File: src/rtl/pc_unit_ras.sv
// Program-counter unit with a circular return-address stack.
// Drives the fetch address and predicts return targets for CALL/RET.
// A push onto a full stack overwrites the oldest entry. A pop from an empty
// stack falls back to the supplied target. Both of these events set sticky
// error flags.
module pc_unit_ras #(
   parameter int               WIDTH     = 16,
   parameter logic [WIDTH-1:0] RESET_VEC = '0,
   parameter int               RAS_DEPTH = 4
) (
   input  logic                         clk,
   input  logic                         reset_n,
   input  logic                         enable,
   input  logic [2:0]                   pc_sel,
   input  logic [WIDTH-1:0]             imm,
   input  logic [WIDTH-1:0]             target,
   input  logic                         ras_clr,
   output logic [WIDTH-1:0]             pc,
   output logic [WIDTH-1:0]             ras_top,
   output logic [$clog2(RAS_DEPTH):0]   ras_count,
   output logic                         ras_empty,
   output logic                         ras_full,
   output logic                         ras_overflow,
   output logic                         ras_underflow
);

   localparam int SPW = $clog2(RAS_DEPTH);
   localparam int CW  = SPW + 1;

   localparam logic [2:0] SEL_SEQ  = 3'b000;
   localparam logic [2:0] SEL_BR   = 3'b001;
   localparam logic [2:0] SEL_JMP  = 3'b010;
   localparam logic [2:0] SEL_RET  = 3'b011;
   localparam logic [2:0] SEL_CALL = 3'b100;

   localparam logic [SPW-1:0] SP_ONE    = SPW'(1);
   localparam logic [CW-1:0]  CNT_ONE   = CW'(1);
   localparam logic [CW-1:0]  CNT_DEPTH = CW'(RAS_DEPTH);

   logic [WIDTH-1:0] r_pc;
   logic [WIDTH-1:0] r_entry [RAS_DEPTH];
   logic [SPW-1:0]   r_sp;
   logic [CW-1:0]    r_count;
   logic             r_ovf;
   logic             r_unf;

   logic [WIDTH-1:0] w_pc_inc;
   logic [WIDTH-1:0] w_next_pc;
   logic [WIDTH-1:0] w_top;
   logic [SPW-1:0]   w_sp_dec;
   logic             w_empty;
   logic             w_full;
   logic             w_push;
   logic             w_pop;
   logic             w_set_unf;

   assign w_pc_inc = r_pc + WIDTH'(1);
   assign w_sp_dec = r_sp - SP_ONE;
   assign w_empty  = (r_count == '0);
   assign w_full   = (r_count == CNT_DEPTH);
   // The top entry sits one slot below the write pointer. An empty stack
   // reports zero rather than whatever stale entry is left there.
   assign w_top    = w_empty ? '0 : r_entry[w_sp_dec];

   // Next-PC selection and stack side effects, from the current pc and stack.
   always_comb begin
      w_next_pc = w_pc_inc;
      w_push    = 1'b0;
      w_pop     = 1'b0;
      w_set_unf = 1'b0;
      case (pc_sel)
         SEL_SEQ: w_next_pc = w_pc_inc;
         SEL_BR:  w_next_pc = w_pc_inc + imm;
         SEL_JMP: w_next_pc = target;
         SEL_RET: begin
            if (!w_empty) begin
               w_next_pc = w_top;
               w_pop     = 1'b1;
            end else begin
               w_next_pc = target;
               w_set_unf = 1'b1;
            end
         end
         SEL_CALL: begin
            w_next_pc = target;
            w_push    = 1'b1;
         end
         default: w_next_pc = w_pc_inc;
      endcase
   end

   // Program counter register. It holds its value while the unit is stalled.
   always_ff @(posedge clk or negedge reset_n) begin
      if (!reset_n) begin
         r_pc <= RESET_VEC;
      end else if (enable) begin
         r_pc <= w_next_pc;
      end
   end

   // Return-address stack. A flush takes priority over any push, pop or flag
   // set in the same cycle. The pc above has already used the pre-flush top.
   always_ff @(posedge clk or negedge reset_n) begin
      if (!reset_n) begin
         for (int i = 0; i < RAS_DEPTH; i++) begin
            r_entry[i] <= '0;
         end
         r_sp    <= '0;
         r_count <= '0;
         r_ovf   <= 1'b0;
         r_unf   <= 1'b0;
      end else if (enable) begin
         if (ras_clr) begin
            r_sp    <= '0;
            r_count <= '0;
            r_ovf   <= 1'b0;
            r_unf   <= 1'b0;
         end else begin
            if (w_push) begin
               r_entry[r_sp] <= w_pc_inc;
               r_sp          <= r_sp + SP_ONE;
               if (w_full) begin
                  r_ovf <= 1'b1;
               end else begin
                  r_count <= r_count + CNT_ONE;
               end
            end
            if (w_pop) begin
               r_sp    <= w_sp_dec;
               r_count <= r_count - CNT_ONE;
            end
            if (w_set_unf) begin
               r_unf <= 1'b1;
            end
         end
      end
   end

   assign pc            = r_pc;
   assign ras_top       = w_top;
   assign ras_count     = r_count;
   assign ras_empty     = w_empty;
   assign ras_full      = w_full;
   assign ras_overflow  = r_ovf;
   assign ras_underflow = r_unf;

endmodule

File: config.mk
export PLATFORM = sky130hd
export DESIGN_NAME = pc_unit_ras
export DESIGN_NICKNAME = d
export VERILOG_FILES = /design/src/rtl/pc_unit_ras.sv
export SDC_FILE = /design/constraint.sdc
export NUM_CORES = 1
export LEC_CHECK = 0
export CORE_UTILIZATION = 30
export DETAILED_ROUTE_END_ITERATION = 10
export MAX_ROUTING_LAYER = met4
export SYNTH_ARGS = -nofsm -noshare
export SYNTH_HDL_FRONTEND = slang
export SYNTH_SLANG_ARGS = --single-unit
File: constraint.sdc
create_clock -name clk -period 2.51 [get_ports clk]
set_input_delay 0.3765 -clock clk [delete_from_list [all_inputs] [get_ports clk]]
set_output_delay 0.3765 -clock clk [all_outputs]
set_load 0.02 [all_outputs]
==> run summary <==
outcome - complete, but fails checks
failing checks - setup timing
Post-synth EDFFs - 0
highest metal used - met4
final hold vios - 0
Yosys warnings - 0
vias - 5038
dpl hpwl - 12300 µm
I/O pins - 78
post-synth top area cell - dfrtp_1
RSZ-0062 raised after global routing - true
Met2 Routed Length - 8060 µm
largest net degree at the start of global routing - 50
initial antenna violation count - 0
CTS Buf Count - 9
most common library cells after synthesis - 98 x nand2_1, 92 x o21ai_0, 87 x dfrtp_1
crit-path max FO - 5
I/O Buffers - 77
Die ar. - 0.0182 mm²
# nets final - 821
post-synthesis sequential area ratio - 0.410
CTS hold repair buffers - 0
Slew Limit Headroom - 0.396
via/cell ratio - 5.11
worst skew pair latency - 330 ps
routed len/inst - 16.9 µm
# rows - 48
final hold slack - 34.4 ps
most used flip-flop cell after synthesis - dfrtp_1
Final period util - 1.03
Worst-path clk slew - 60 ps
met3 wire length - 794 µm
Max Clk Rate - 0.385 GHz
CORE AREA - 0.0173 mm²
Clock Sinks - 87
first-pass GRT wire length - 26700 µm
Initial DRC Count - 295
Total Routing Usage GR - 0.195
die width - 135 µm
Period minus WS final - 2590 ps
final WL - 16600 µm
Remaining Overflow, GRT - 0
layout cells sized above 1 - 0.302
Seq cells post-synth - 87
Reg2Reg Depth - 12
R2R Path End - pc[15]
worst min path class - input pin to async pin
RR Startpoint - pc[3]
Worst Path Class, Setup - flip-flop to flip-flop
Pins Over Slew Limit - 0
Syn Area/Cell - 9.12 µm²
Area Overhead vs Synth - 48.4%
Slew @ Worst Pin - 899 ps
chip height - 135 µm
Post-synth ARST share - 1.00
Antenna Nets Post-Route - 0
final worst slack - -84.5 ps
worst endpoint required time - 2730 ps
Worst Setup Start Kind - flip-flop
Initial DRT Pass Iterations - 4
routability congestion estimate - 0.868
Reg2Reg Setup Slack - -80 ps
Critical Path End Type - flip-flop
vias in the first global route - 5211
final core occ - 0.456
crit path DAT - 2810 ps
Mapped Cells - 582
most common cell in the netlist - nand2_1
Metal-1 WL - 7650 µm
Initial Util - 0.307
Synthesized Nets - 646
Setup Viol. Count Final - 6
Area contributors post-synth - dfrtp_1 41%, o21ai_0 8.7%, nand2_1 6.9%
clock root buffer - clkbuf_16
PD cells - 815 mW/mm²
worst setup path startpoint - pc[3]
H-tree depth - 3
Synth Cell Area - 0.00531 mm²
maximum VDD drop - 0.000454 V
clock buffer depth - 2
Max Clock Skew - 7.76 ps
CTS tree - yes
Max-Cap Viols - 0
leakage - 3.42 nW
Residual DRC - 0
ant diodes - 0
Synth top area share - 0.410
Unique masters post-synth - 52
==> cells in the final DEF, fill, tap and decap left out, drive strengths merged, types with 12 or more instances in the layout <==
| cell | instances |
|---|---|
| buf | 120 |
| nand2 | 98 |
| o21ai | 94 |
| dfrtp | 87 |
| clkdlybuf4s50 | 60 |
| a21oi | 35 |
| nor2 | 29 |
| inv | 24 |
| ha | 23 |
| nor2b | 22 |
| xnor2 | 18 |
| mux4 | 16 |
| clkbuf | 14 |
| xor2 | 12 |
==> cell type report <==
cell class | count | area [µm²]
sequential | 87 | 2180
clock buffer | 10 | 229
fill | 1658 | 9420
multi-input combinational | 439 | 3320
tap | 225 | 282
inverter | 24 | 90.1
timing repair buffer | 196 | 1700
clock inverter | 5 | 83.8
==> logic make-up (layout without fill, tap and decap cells) <==
kind of cell,count (synthesis),count (layout),share of synthesized area
mux,19,19,0.0740
flops,87,87,0.410
compound gates,183,183,0.202
xor+xnor,30,30,0.0509
buf+inv,56,235,0.0419
fa+ha+maj,25,25,0.0617
simple gates,182,182,0.159
==> worst max-delay path by stage <==
stage / endpoint / cells past startpoint
floorplan: pc[15] / 12
global placement: pc[14] / 11
detailed placement: pc[14] / 11
CTS: pc[15] / 12
global route: pc[15] / 12
finish: pc[15] / 12
==> sequential cells by signal (all words and copies together), names as in the netlist <==
| name | flops |
|---|---|
| r_entry | 64 |
| ras_underflow | 1 |
| ras_count | 3 |
| pc | 16 |
| ras_overflow | 1 |
| r_sp | 2 |
==> where the power goes <==
group | leakage [nW] | total [mW] | switching (mW) | internal, mW
Sequential | 1.13 | 1.98 | 0.222 | 1.75
Clock | 0.145 | 1.42 | 0.550 | 0.869
Combinational | 2.14 | 3.03 | 1.49 | 1.54
Total | 3.42 | 6.42 | 2.26 | 4.16
==> critical path, cell delays in order (launching register included) <==
cell and delay [ps]:
dfrtp_2 410, and4_4 250, nand4_4 150, buf_6 180, nor3_1 180, xnor2_1 190, inv_1 70, ha_1 290
a211o_1 330, nand2b_4 150, o221ai_2 60, xnor2_1 140, o22ai_1 90
==> layer usage <==
layer / global-route usage / up-vias
li1: - / 2397
met1: 0.253 / 2494
met2: 0.318 / 132
met3: 0.0349 / 15
met4: 0.0381 / 0
met5: - / -
==> per-stage QoR <==
step	instance area [µm²]	std cells	power, mW	setup WS (ps)	TNS, ps
after global placement	7170	949	4.52	-468	-2710
final	7880	986	6.42	-84.5	-164
after global routing	7880	986	6.81	-223	-1440
after CTS	7760	979	6.31	-105	-107
after floorplan	5520	582	3.45	-87.5	-131
after detailed placement	7170	949	4.61	-513	-2970
==> what timing repair did <==
item	CTS	global route
resized for setup	58	29
endpoints found under the setup margin	26	23
buffers inserted	15	8
pin swaps	21	16
No activity file was read; power rests on OpenSTA's default activity.
